[src/rtl/buffer_sequencer_pkg.sv]
// Shared types and default sizing for the buffer sequencer.
// Holds the job-state enumeration and the default counter/timeout constants.
package buffer_sequencer_pkg;

    localparam int unsigned DEF_RD_CNT_W    = 8;
    localparam int unsigned DEF_STALL_LIMIT = 64;

    typedef enum logic [1:0] {
        ST_IDLE   = 2'd0,
        ST_RUN    = 2'd1,
        ST_FINISH = 2'd2
    } seq_state_e;

endpackage : buffer_sequencer_pkg

[src/rtl/buffer_sequencer_stall_timer.sv]
// Counts consecutive RUN cycles without a buffer read and raises a sticky
// error once the count reaches LIMIT; only a new job (restart) or reset clears it.
module buffer_sequencer_stall_timer #(
    parameter int unsigned LIMIT = 64
) (
    input  logic clk,
    input  logic rst,
    input  logic tick,
    input  logic clear,
    input  logic restart,
    output logic stall_err
);

    localparam int unsigned CNT_W = $clog2(LIMIT + 1);

    logic [CNT_W-1:0] cnt_q;
    logic [CNT_W-1:0] cnt_d;
    logic             err_q;
    logic             err_d;

    // Counter saturates at LIMIT so a long stall cannot wrap it back to zero.
    always_comb begin
        cnt_d = cnt_q;
        err_d = err_q;
        if (clear) begin
            cnt_d = '0;
        end else if (tick && (cnt_q != CNT_W'(LIMIT))) begin
            cnt_d = cnt_q + CNT_W'(1);
        end
        if (restart) begin
            err_d = 1'b0;
        end else if (!clear && tick && (cnt_q == CNT_W'(LIMIT - 1))) begin
            err_d = 1'b1;
        end
    end

    always_ff @(posedge clk or negedge rst) begin
        if (!rst) begin
            cnt_q <= '0;
            err_q <= 1'b0;
        end else begin
            cnt_q <= cnt_d;
            err_q <= err_d;
        end
    end

    assign stall_err = err_q;

endmodule : buffer_sequencer_stall_timer

[src/rtl/buffer_sequencer.sv]
// Sequences the write/read strobes of a circular buffer for one job of
// cfg_rounds read beats, with done pulse, abort and stall detection.
module buffer_sequencer
    import buffer_sequencer_pkg::*;
#(
    parameter int unsigned RD_CNT_W    = DEF_RD_CNT_W,
    parameter int unsigned STALL_LIMIT = DEF_STALL_LIMIT
) (
    input  logic                clk,
    input  logic                rst,
    input  logic                start,
    input  logic                abort,
    input  logic [RD_CNT_W-1:0] cfg_rounds,
    input  logic                src_valid,
    output logic                src_ready,
    input  logic                buf_ready,
    input  logic                buf_valid,
    input  logic                buf_full,
    input  logic                buf_empty,
    output logic                buf_write_en,
    output logic                buf_read_en,
    input  logic                mac_ready,
    output logic                mac_valid,
    output logic                busy,
    output logic                done,
    output logic                stall_err,
    output logic [RD_CNT_W-1:0] rd_count
);

    seq_state_e          state_q;
    seq_state_e          state_d;
    logic [RD_CNT_W-1:0] rounds_q;
    logic [RD_CNT_W-1:0] rounds_d;
    logic [RD_CNT_W-1:0] rd_count_q;
    logic [RD_CNT_W-1:0] rd_count_d;
    logic                done_q;
    logic                busy_q;
    logic                mac_valid_q;

    logic                in_run;
    logic                wr_ok;
    logic                rd_ok;
    logic                start_acc;

    // Buffer strobes are combinational from the registered state, so they
    // drop to zero the moment reset forces the state back to idle.
    assign in_run    = (state_q == ST_RUN);
    assign wr_ok     = in_run & src_valid & buf_ready & ~buf_full;
    assign rd_ok     = in_run & buf_valid & ~buf_empty & mac_ready & (rd_count_q < rounds_q);
    assign start_acc = (state_q == ST_IDLE) & start;

    assign src_ready    = wr_ok;
    assign buf_write_en = wr_ok;
    assign buf_read_en  = rd_ok;

    // Next-state logic; abort outranks the read bookkeeping in RUN.
    always_comb begin
        state_d    = state_q;
        rounds_d   = rounds_q;
        rd_count_d = rd_count_q;
        unique case (state_q)
            ST_IDLE: begin
                if (start) begin
                    rounds_d   = cfg_rounds;
                    rd_count_d = '0;
                    state_d    = (cfg_rounds == '0) ? ST_FINISH : ST_RUN;
                end
            end
            ST_RUN: begin
                if (abort) begin
                    state_d    = ST_IDLE;
                    rd_count_d = '0;
                end else if (rd_ok) begin
                    rd_count_d = rd_count_q + RD_CNT_W'(1);
                    if ((rd_count_q + RD_CNT_W'(1)) == rounds_q) begin
                        state_d = ST_FINISH;
                    end
                end
            end
            ST_FINISH: begin
                state_d = ST_IDLE;
                if (abort) begin
                    rd_count_d = '0;
                end
            end
            default: begin
                state_d = ST_IDLE;
            end
        endcase
    end

    // Status outputs are registered from the next state so they line up with it.
    always_ff @(posedge clk or negedge rst) begin
        if (!rst) begin
            state_q     <= ST_IDLE;
            rounds_q    <= '0;
            rd_count_q  <= '0;
            done_q      <= 1'b0;
            busy_q      <= 1'b0;
            mac_valid_q <= 1'b0;
        end else begin
            state_q     <= state_d;
            rounds_q    <= rounds_d;
            rd_count_q  <= rd_count_d;
            done_q      <= (state_d == ST_FINISH);
            busy_q      <= (state_d != ST_IDLE);
            mac_valid_q <= rd_ok;
        end
    end

    buffer_sequencer_stall_timer #(
        .LIMIT (STALL_LIMIT)
    ) u_stall_timer (
        .clk       (clk),
        .rst       (rst),
        .tick      (in_run & ~rd_ok),
        .clear     (~in_run | rd_ok),
        .restart   (start_acc),
        .stall_err (stall_err)
    );

    assign done      = done_q;
    assign busy      = busy_q;
    assign mac_valid = mac_valid_q;
    assign rd_count  = rd_count_q;

endmodule : buffer_sequencer

[config.mk]
export PLATFORM = sky130hd
export DESIGN_NAME = buffer_sequencer
export DESIGN_NICKNAME = d
export VERILOG_FILES = /design/src/rtl/buffer_sequencer_pkg.sv /design/src/rtl/buffer_sequencer_stall_timer.sv /design/src/rtl/buffer_sequencer.sv
export SDC_FILE = /design/constraint.sdc
export NUM_CORES = 1
export LEC_CHECK = 0
export ABC_AREA = 1
export BUFFER_PORTS_ARGS = -buffer_cell sky130_fd_sc_hd__buf_4
export CELL_PAD_IN_SITES_DETAIL_PLACEMENT = 1
export CELL_PAD_IN_SITES_GLOBAL_PLACEMENT = 2
export CORE_MARGIN = 1
export CORE_UTILIZATION = 34
export DETAILED_ROUTE_END_ITERATION = 10
export GPL_TIMING_DRIVEN = 0
export PLACE_DENSITY = 0.92
export SLEW_MARGIN = 40
export SYNTH_ARGS = -nofsm -noshare
export SYNTH_HDL_FRONTEND = slang
export SYNTH_HIERARCHICAL = 1
export SYNTH_SLANG_ARGS = --single-unit
[constraint.sdc]
create_clock -name clk -period 3.5 [get_ports clk]
set_input_delay 0.7 -clock clk [delete_from_list [all_inputs] [get_ports clk]]
set_output_delay 0.7 -clock clk [all_outputs]
set_load 0.01 [all_outputs]
==> flow_summary.json, run 1 <==
{
  "reg2regPathDepth": 12,
  "hold_viol": 0,
  "cts.htree.levels": 2,
  "dieWidth_um": 76.5,
  "grt_start_max_net_pins": 30,
  "row_count": 26,
  "synth_cells": 259,
  "fin_hold_ws_ns": 0.328,
  "cpMostUsedCell": "nand2_1",
  "first_iter_violations": 93,
  "synthesis.nets": 288,
  "critical_path_class": "reg2out",
  "rsz0062_at_grt": "false",
  "wl_per_cell_um": 13.5,
  "critPathMaxStageDelay_ns": 0.48,
  "grt_pass1_vias": 1864,
  "layout_min_cycle_time_ns": 2.66,
  "antenna_found_initial": 0,
  "start_kind": "flip-flop",
  "wl_um": 4970,
  "crit_chain": "ha_1, nand2_1, o21ai_0, nand2_1, nand3b_4, inv_1, buf_4",
  "cpMaxStageDelayCell": "dfrtp_1",
  "start_util_pct": 36.0,
  "synth.distinct_cells": 32,
  "io_pins": 33,
  "dieArea_um2": 5850,
  "die_y_um": 76.5,
  "worstMarginPinSlew_ns": 0.469,
  "syn-cell-area_um2": 1890,
  "drc_errors": 0,
  "routabilityCongestion": 0.753,
  "power.density_nw_per_um2": 414,
  "numCtsBuffers": 5,
  "overflow": 0,
  "worstSetupEndpointType": "output port",
  "max-vdd-ir-drop_mv": 0.190,
  "synth_warnings": 6,
  "rrSetupSlack_ns": 1.19,
  "fmax_mhz": 376,
  "track_usage_pct": 18.8,
  "worstPathRequired_ns": 2.80,
  "status": "finished, final reports clean",
  "routed-via-count": 1815,
  "worst_slew_margin_rel_pct": 68.7,
  "path_max_fanout": 7,
  "fin_tns_setup_ns": 0,
  "hold_class": "in2async",
  "coreArea_um2": 5240,
  "fin_nets": 327,
  "cts-root-buf": "clkbuf_8",
  "ant_nets": 0,
  "place_area_um2": 2210,
  "cap_violations": 0,
  "ys_ff_latch": 29,
  "port_buffers": 32,
  "final_area_um2": 2320,
  "drt-pass1-iter-count": 4,
  "grt_pass1_wl_um": 8560,
  "slew_viol_final": 0,
  "drive_gt1_share_pct": 20.4,
  "clockBufferDepth": 2,
  "finClkSkew_ns": 0.00702,
  "cts.repair.resized": 0,
  "viasPerCell": 4.92,
  "r2r-end": "u_stall_timer/cnt_q[3]",
  "dpl.hpwl_um": 3820,
  "cts_tree": "built",
  "num_antenna_cells": 0,
  "setup_viol": 0,
  "syn_area_per_cell_um2": 7.28,
  "clock-sinks": 29,
  "p_leak_nw": 1.22,
  "critPathArrivalTime_ns": 1.96,
  "fin_crit_sh_pct": 76.0,
  "clock_latency_ns": 0.29,
  "r2r_start": "rd_count[3]",
  "yosysSeqAreaShare_pct": 38.5,
  "ctsHoldBuffers": 0,
  "post_cts.repair.setup_buffers": 0,
  "clk_pin_slew_ns": 0.07,
  "area_growth_pct": 22.7
}
## registers in the layout, summed over array words and instances, names as in the netlist
name / flops
done: 1
rd_count: 8
busy: 1
u_stall_timer/stall_err: 1
mac_valid: 1
u_stall_timer/cnt_q: 7
rounds_q: 8
state_q: 2
## metal layers
metal  global-route usage [%]  up-vias  wire (um)
li1                         -      900          -
met2                     32.3       40       2370
met4                     8.08        0         90
met3                     2.87        7        168
met5                        0        -          0
met1                     23.3      868       2340
## logic make-up after synthesis
kind of cell | Yosys count | share of synthesized area, %
compound gates | 29 | 8.75
xor+xnor | 1 | 0.464
fa+ha+maj | 11 | 7.29
buf+inv | 47 | 10.5
flops | 29 | 38.5
simple gates | 142 | 34.5
## through the flow
step | cells | utilization, % | worst slack (ns) | total power [mW]
2_1_floorplan | 259 | - | 1.50 | 0.559
3_3_place_gp | 361 | 42.3 | 1.15 | 0.642
3_5_place_dp | 361 | 42.3 | 1.13 | 0.651
4_1_cts | 369 | 44.2 | 0.803 | 0.968
5_1_grt | 369 | 44.2 | 0.724 | 1.02
6_report | 369 | 44.2 | 0.840 | 0.960
## layout make-up
type	instances	area (um^2)
plain buffers	5	35.0
flip-flops and latches	29	726
multi-input cells	183	963
inverters	42	163
clock buffers	7	96.3
repair buffers	32	240
well taps	70	87.6
clock inverters	1	5.00
fillers	674	2920
## cell usage after synthesis
| library cell | instances | area [um^2] |
|---|---|---|
| a21oi_4 | 1 | 16.3 |
| o31ai_1 | 1 | 7.51 |
| nor2_2 | 5 | 31.3 |
| a21oi_1 | 5 | 25.0 |
| clkbuf_4 | 1 | 7.51 |
| inv_2 | 1 | 3.75 |
| nand2_2 | 4 | 25.0 |
| buf_4 | 1 | 7.51 |
| nand2_4 | 1 | 11.3 |
| clkbuf_1 | 1 | 3.75 |
| nand3b_4 | 1 | 20.0 |
| clkinv_1 | 1 | 3.75 |
| clkinv_4 | 1 | 8.76 |
| nand2_1 | 75 | 282 |
| nor3_1 | 3 | 15.0 |
| xor2_1 | 1 | 8.76 |
| inv_1 | 39 | 146 |
| a21oi_2 | 1 | 8.76 |
| nand3b_1 | 3 | 22.5 |
| dfrtp_1 | 29 | 726 |
| nor2_4 | 1 | 11.3 |
| nor4_1 | 1 | 6.26 |
| nand4_1 | 4 | 25.0 |
| nand3_2 | 1 | 10.0 |
| buf_2 | 1 | 5.00 |
| nand3_1 | 25 | 125 |
| ha_1 | 11 | 138 |
| o21ai_0 | 17 | 85.1 |
| buf_6 | 1 | 11.3 |
| o21a_1 | 1 | 7.51 |
| o21ai_1 | 3 | 15.0 |
| nor2_1 | 18 | 67.6 |
## report_power, final
part	switching, mW	internal (mW)
logic	0.153	0.0881
clock network	0.138	0.178
registers	0.0305	0.372
## cell usage in the layout (no fill, tap or decap), types with 3 or more instances in the layout
master    count
o21ai_0      17
inv_1        39
clkbuf_8      7
a21oi_1       5
nand2_2       4
nand3b_1      3
nor2_1       18
o21ai_1       3
nand3_1      25
nand4_1       4
nor3_1        3
dfrtp_1      29
ha_1         11
buf_4        33
nand2_1      75
nor2_2        5
## worst max-delay path, delay by kind of cell (launching register included)
family / cells / cell delay (ns)
AO/OA/AOI/OAI: 1 / 0.30
AND/OR/NAND/NOR: 3 / 0.32
flip-flops: 1 / 0.48
adder cells (fa/ha/maj): 1 / 0.34
buffers and inverters: 2 / 0.23
## worst max path at each step
| stage | startpoint | endpoint | slack [ns] | cells past startpoint |
|---|---|---|---|---|
| after floorplan | rd_count[3] | buf_read_en | 1.50 | 6 |
| after global placement | rd_count[3] | buf_read_en | 1.15 | 7 |
| after detailed placement | rd_count[3] | buf_read_en | 1.13 | 7 |
| after CTS | rd_count[3] | buf_read_en | 0.80 | 7 |
| after global routing | rd_count[3] | buf_read_en | 0.72 | 7 |
| final | rd_count[3] | buf_read_en | 0.84 | 7 |
Power figures use the tool's default switching activity.
==> inputs of run 2 (changes only) <==
--- a/config.mk
+++ b/config.mk
@@ -10,10 +10,10 @@
 export CELL_PAD_IN_SITES_DETAIL_PLACEMENT = 1
 export CELL_PAD_IN_SITES_GLOBAL_PLACEMENT = 2
 export CORE_MARGIN = 1
-export CORE_UTILIZATION = 34
+export CORE_UTILIZATION = 28
 export DETAILED_ROUTE_END_ITERATION = 10
 export GPL_TIMING_DRIVEN = 0
-export PLACE_DENSITY = 0.92
+export PLACE_DENSITY = 0.82
 export SLEW_MARGIN = 40
 export SYNTH_ARGS = -nofsm -noshare
 export SYNTH_HDL_FRONTEND = slang
==> constraint.sdc (replaced) <==
create_clock -name clk -period 2.16 [get_ports clk]
set_input_delay 0.432 -clock clk [delete_from_list [all_inputs] [get_ports clk]]
set_output_delay 0.432 -clock clk [all_outputs]
set_load 0.01 [all_outputs]
==> run 2 against run 1 <==
The run now ends with design-rule violations left. Final cell count grew 4.6%. Sequential cell count did not move. Design area grew 6.6%. Clock skew fell by 0.0029 ns. Worst hold slack got worse by 0.26 ns. Core utilization decreased by 5.8 points. Clock power up 61%. Largest cell class unchanged. Largest power group unchanged. Highest routed layer unchanged.
==> flow_summary.json, run 2 (synthesis gave the netlist of run 1 again) <==
{
  "r2r_start": "rd_count[1]",
  "cts.htree.levels": 2,
  "port_buffers": 32,
  "critPathBufInv": 2,
  "first_iter_violations": 33,
  "crit_family": "flip-flops",
  "p_int_mw": 1.07,
  "worst_slew_margin_rel_pct": 73.4,
  "combPwrFrac_pct": 27.5,
  "p_leak_nw": 1.26,
  "clk_pin_slew_ns": 0.07,
  "worstMarginPinSlew_ns": 0.396,
  "dieArea_um2": 7070,
  "wl_um": 5030,
  "row_count": 29,
  "final_cell_mix": "73 x nand2_1, 43 x buf_4, 33 x inv_1",
  "num-fill-cells": 809,
  "final_area_um2": 2470,
  "reg2regPathDepth": 11,
  "die_y_um": 84.1,
  "clock-sinks": 29,
  "worstPathRequired_ns": 1.73,
  "layout_min_cycle_time_ns": 2.06,
  "wl_met2_um": 2540,
  "cap_violations": 0,
  "finClkSkew_ns": 0.00407,
  "cpMaxStageDelayCell": "dfrtp_2",
  "drt-pass1-iter-count": 7,
  "setup_viol": 0,
  "ctsHoldBuffers": 0,
  "fin_nets": 337,
  "start_util_pct": 29.4,
  "ant_nets": 0,
  "status": "finished, violations left",
  "dpl.hpwl_um": 3860,
  "p_sw_mw": 0.529,
  "swShare_pct": 33.1,
  "drc_errors": 2,
  "grt_pass1_wl_um": 8520,
  "hold_class": "in2async",
  "start_kind": "flip-flop",
  "fin_crit_sh_pct": 95.5,
  "hold_viol": 0,
  "fmax_mhz": 485,
  "numCtsBuffers": 5,
  "slew_viol_final": 0,
  "grt_pass1_vias": 1845,
  "top_layer": "met4",
  "final_common_cell": "nand2_1",
  "path_max_fanout": 6,
  "routed-via-count": 1785,
  "viasPerCell": 4.62,
  "clockBufferDepth": 2,
  "drive_gt1_share_pct": 29.4,
  "critPathMaxStageDelay_ns": 0.46,
  "wl_met1_um": 2310,
  "critical_path_class": "reg2out",
  "cts_tree": "built",
  "rsz0062_at_grt": "false",
  "io_pins": 33,
  "rrSetupSlack_ns": 0.18,
  "crit_chain": "ha_1, nand2_1, o21ai_2, nand2_2, nand3b_4, inv_4, buf_4",
  "p_seq_share_pct": 40.7,
  "wl_per_cell_um": 13.0,
  "clock_power_share_pct": 31.8,
  "clock_latency_ns": 0.28,
  "dp.cells": 368,
  "overflow": 0,
  "num_antenna_cells": 0,
  "worstSetupEndpointType": "output port",
  "coreArea_um2": 6420,
  "met3_wirelength_um": 144,
  "r2r-end": "u_stall_timer/cnt_q[0]",
  "antenna_found_initial": 0,
  "area_growth_pct": 30.9,
  "grt_start_max_net_pins": 30,
  "place_area_um2": 2220,
  "track_usage_pct": 15.3,
  "power.density_nw_per_um2": 647,
  "violations": "design-rule violations",
  "critPathArrivalTime_ns": 1.63,
  "cts-root-buf": "clkbuf_8",
  "routabilityCongestion": 0.783,
  "dieWidth_um": 84.1,
  "stdcell_count": 386,
  "max-vdd-ir-drop_mv": 0.343
}
[run 2: cell types whose count changed in the layout (fill, tap and decap cells not counted), sizes merged]
cell and delta:
buf +10
[run 2: final cells by class]
class	instances	area [um^2]	area share, %
repair buffers	42	315	12.8
well taps	77	96.3	3.90
plain buffers	5	35.0	1.42
multi-input cells	183	1030	41.6
inverters	42	165	6.69
clock inverters	1	5.00	0.203
flip-flops and latches	29	729	29.5
clock buffers	7	96.3	3.90
[run 2: power groups by stage]
stage	logic (mW)	registers, mW	clock network, mW
floorplan	0.251	0.654	0
global placement	0.376	0.659	0
detailed placement	0.384	0.662	0
CTS	0.407	0.650	0.532
global route	0.512	0.660	0.544
finish	0.440	0.651	0.508
[run 2: worst max path at each step]
stage                      startpoint                     end  slack [ns]  cells after the start
after CTS                 rd_count[3]             buf_read_en       0.002                      7
after global routing      rd_count[2]             buf_read_en       0.004                      7
final                     rd_count[2]             buf_read_en         0.1                      7
after global placement    rd_count[0]  u_stall_timer/cnt_q[0]        0.02                     14
after floorplan           rd_count[3]  u_stall_timer/cnt_q[0]        0.36                     12
after detailed placement  rd_count[0]  u_stall_timer/cnt_q[0]       -0.03                     14
[run 2: through the flow]
stage,worst slack (ns),utilization [%],hold slack [ns],TNS (ns),power [mW]
global placement,0.0237,34.6,0.386,0,1.04
detailed placement,-0.0274,34.6,0.388,-0.110,1.05
global route,0.00411,38.5,0.0912,0,1.72
finish,0.0981,38.5,0.0703,0,1.60
floorplan,0.357,-,0.136,0,0.905
CTS,0.00155,36.8,0.0712,0,1.59
[run 2: timing repair]
action | CTS | global route
gates resized for setup | 8 | 14
gates cloned | 0 | 0
endpoints found under the setup margin | 6 | 9
pin swaps | 1 | 5
setup buffers | 4 | 6
[run 2: metal layers]
layer	track usage (%)	vias to the layer above
met3	3.07	4
met1	19.0	839
met2	27.0	20
li1	-	922
met5	0	-
met4	4.23	0
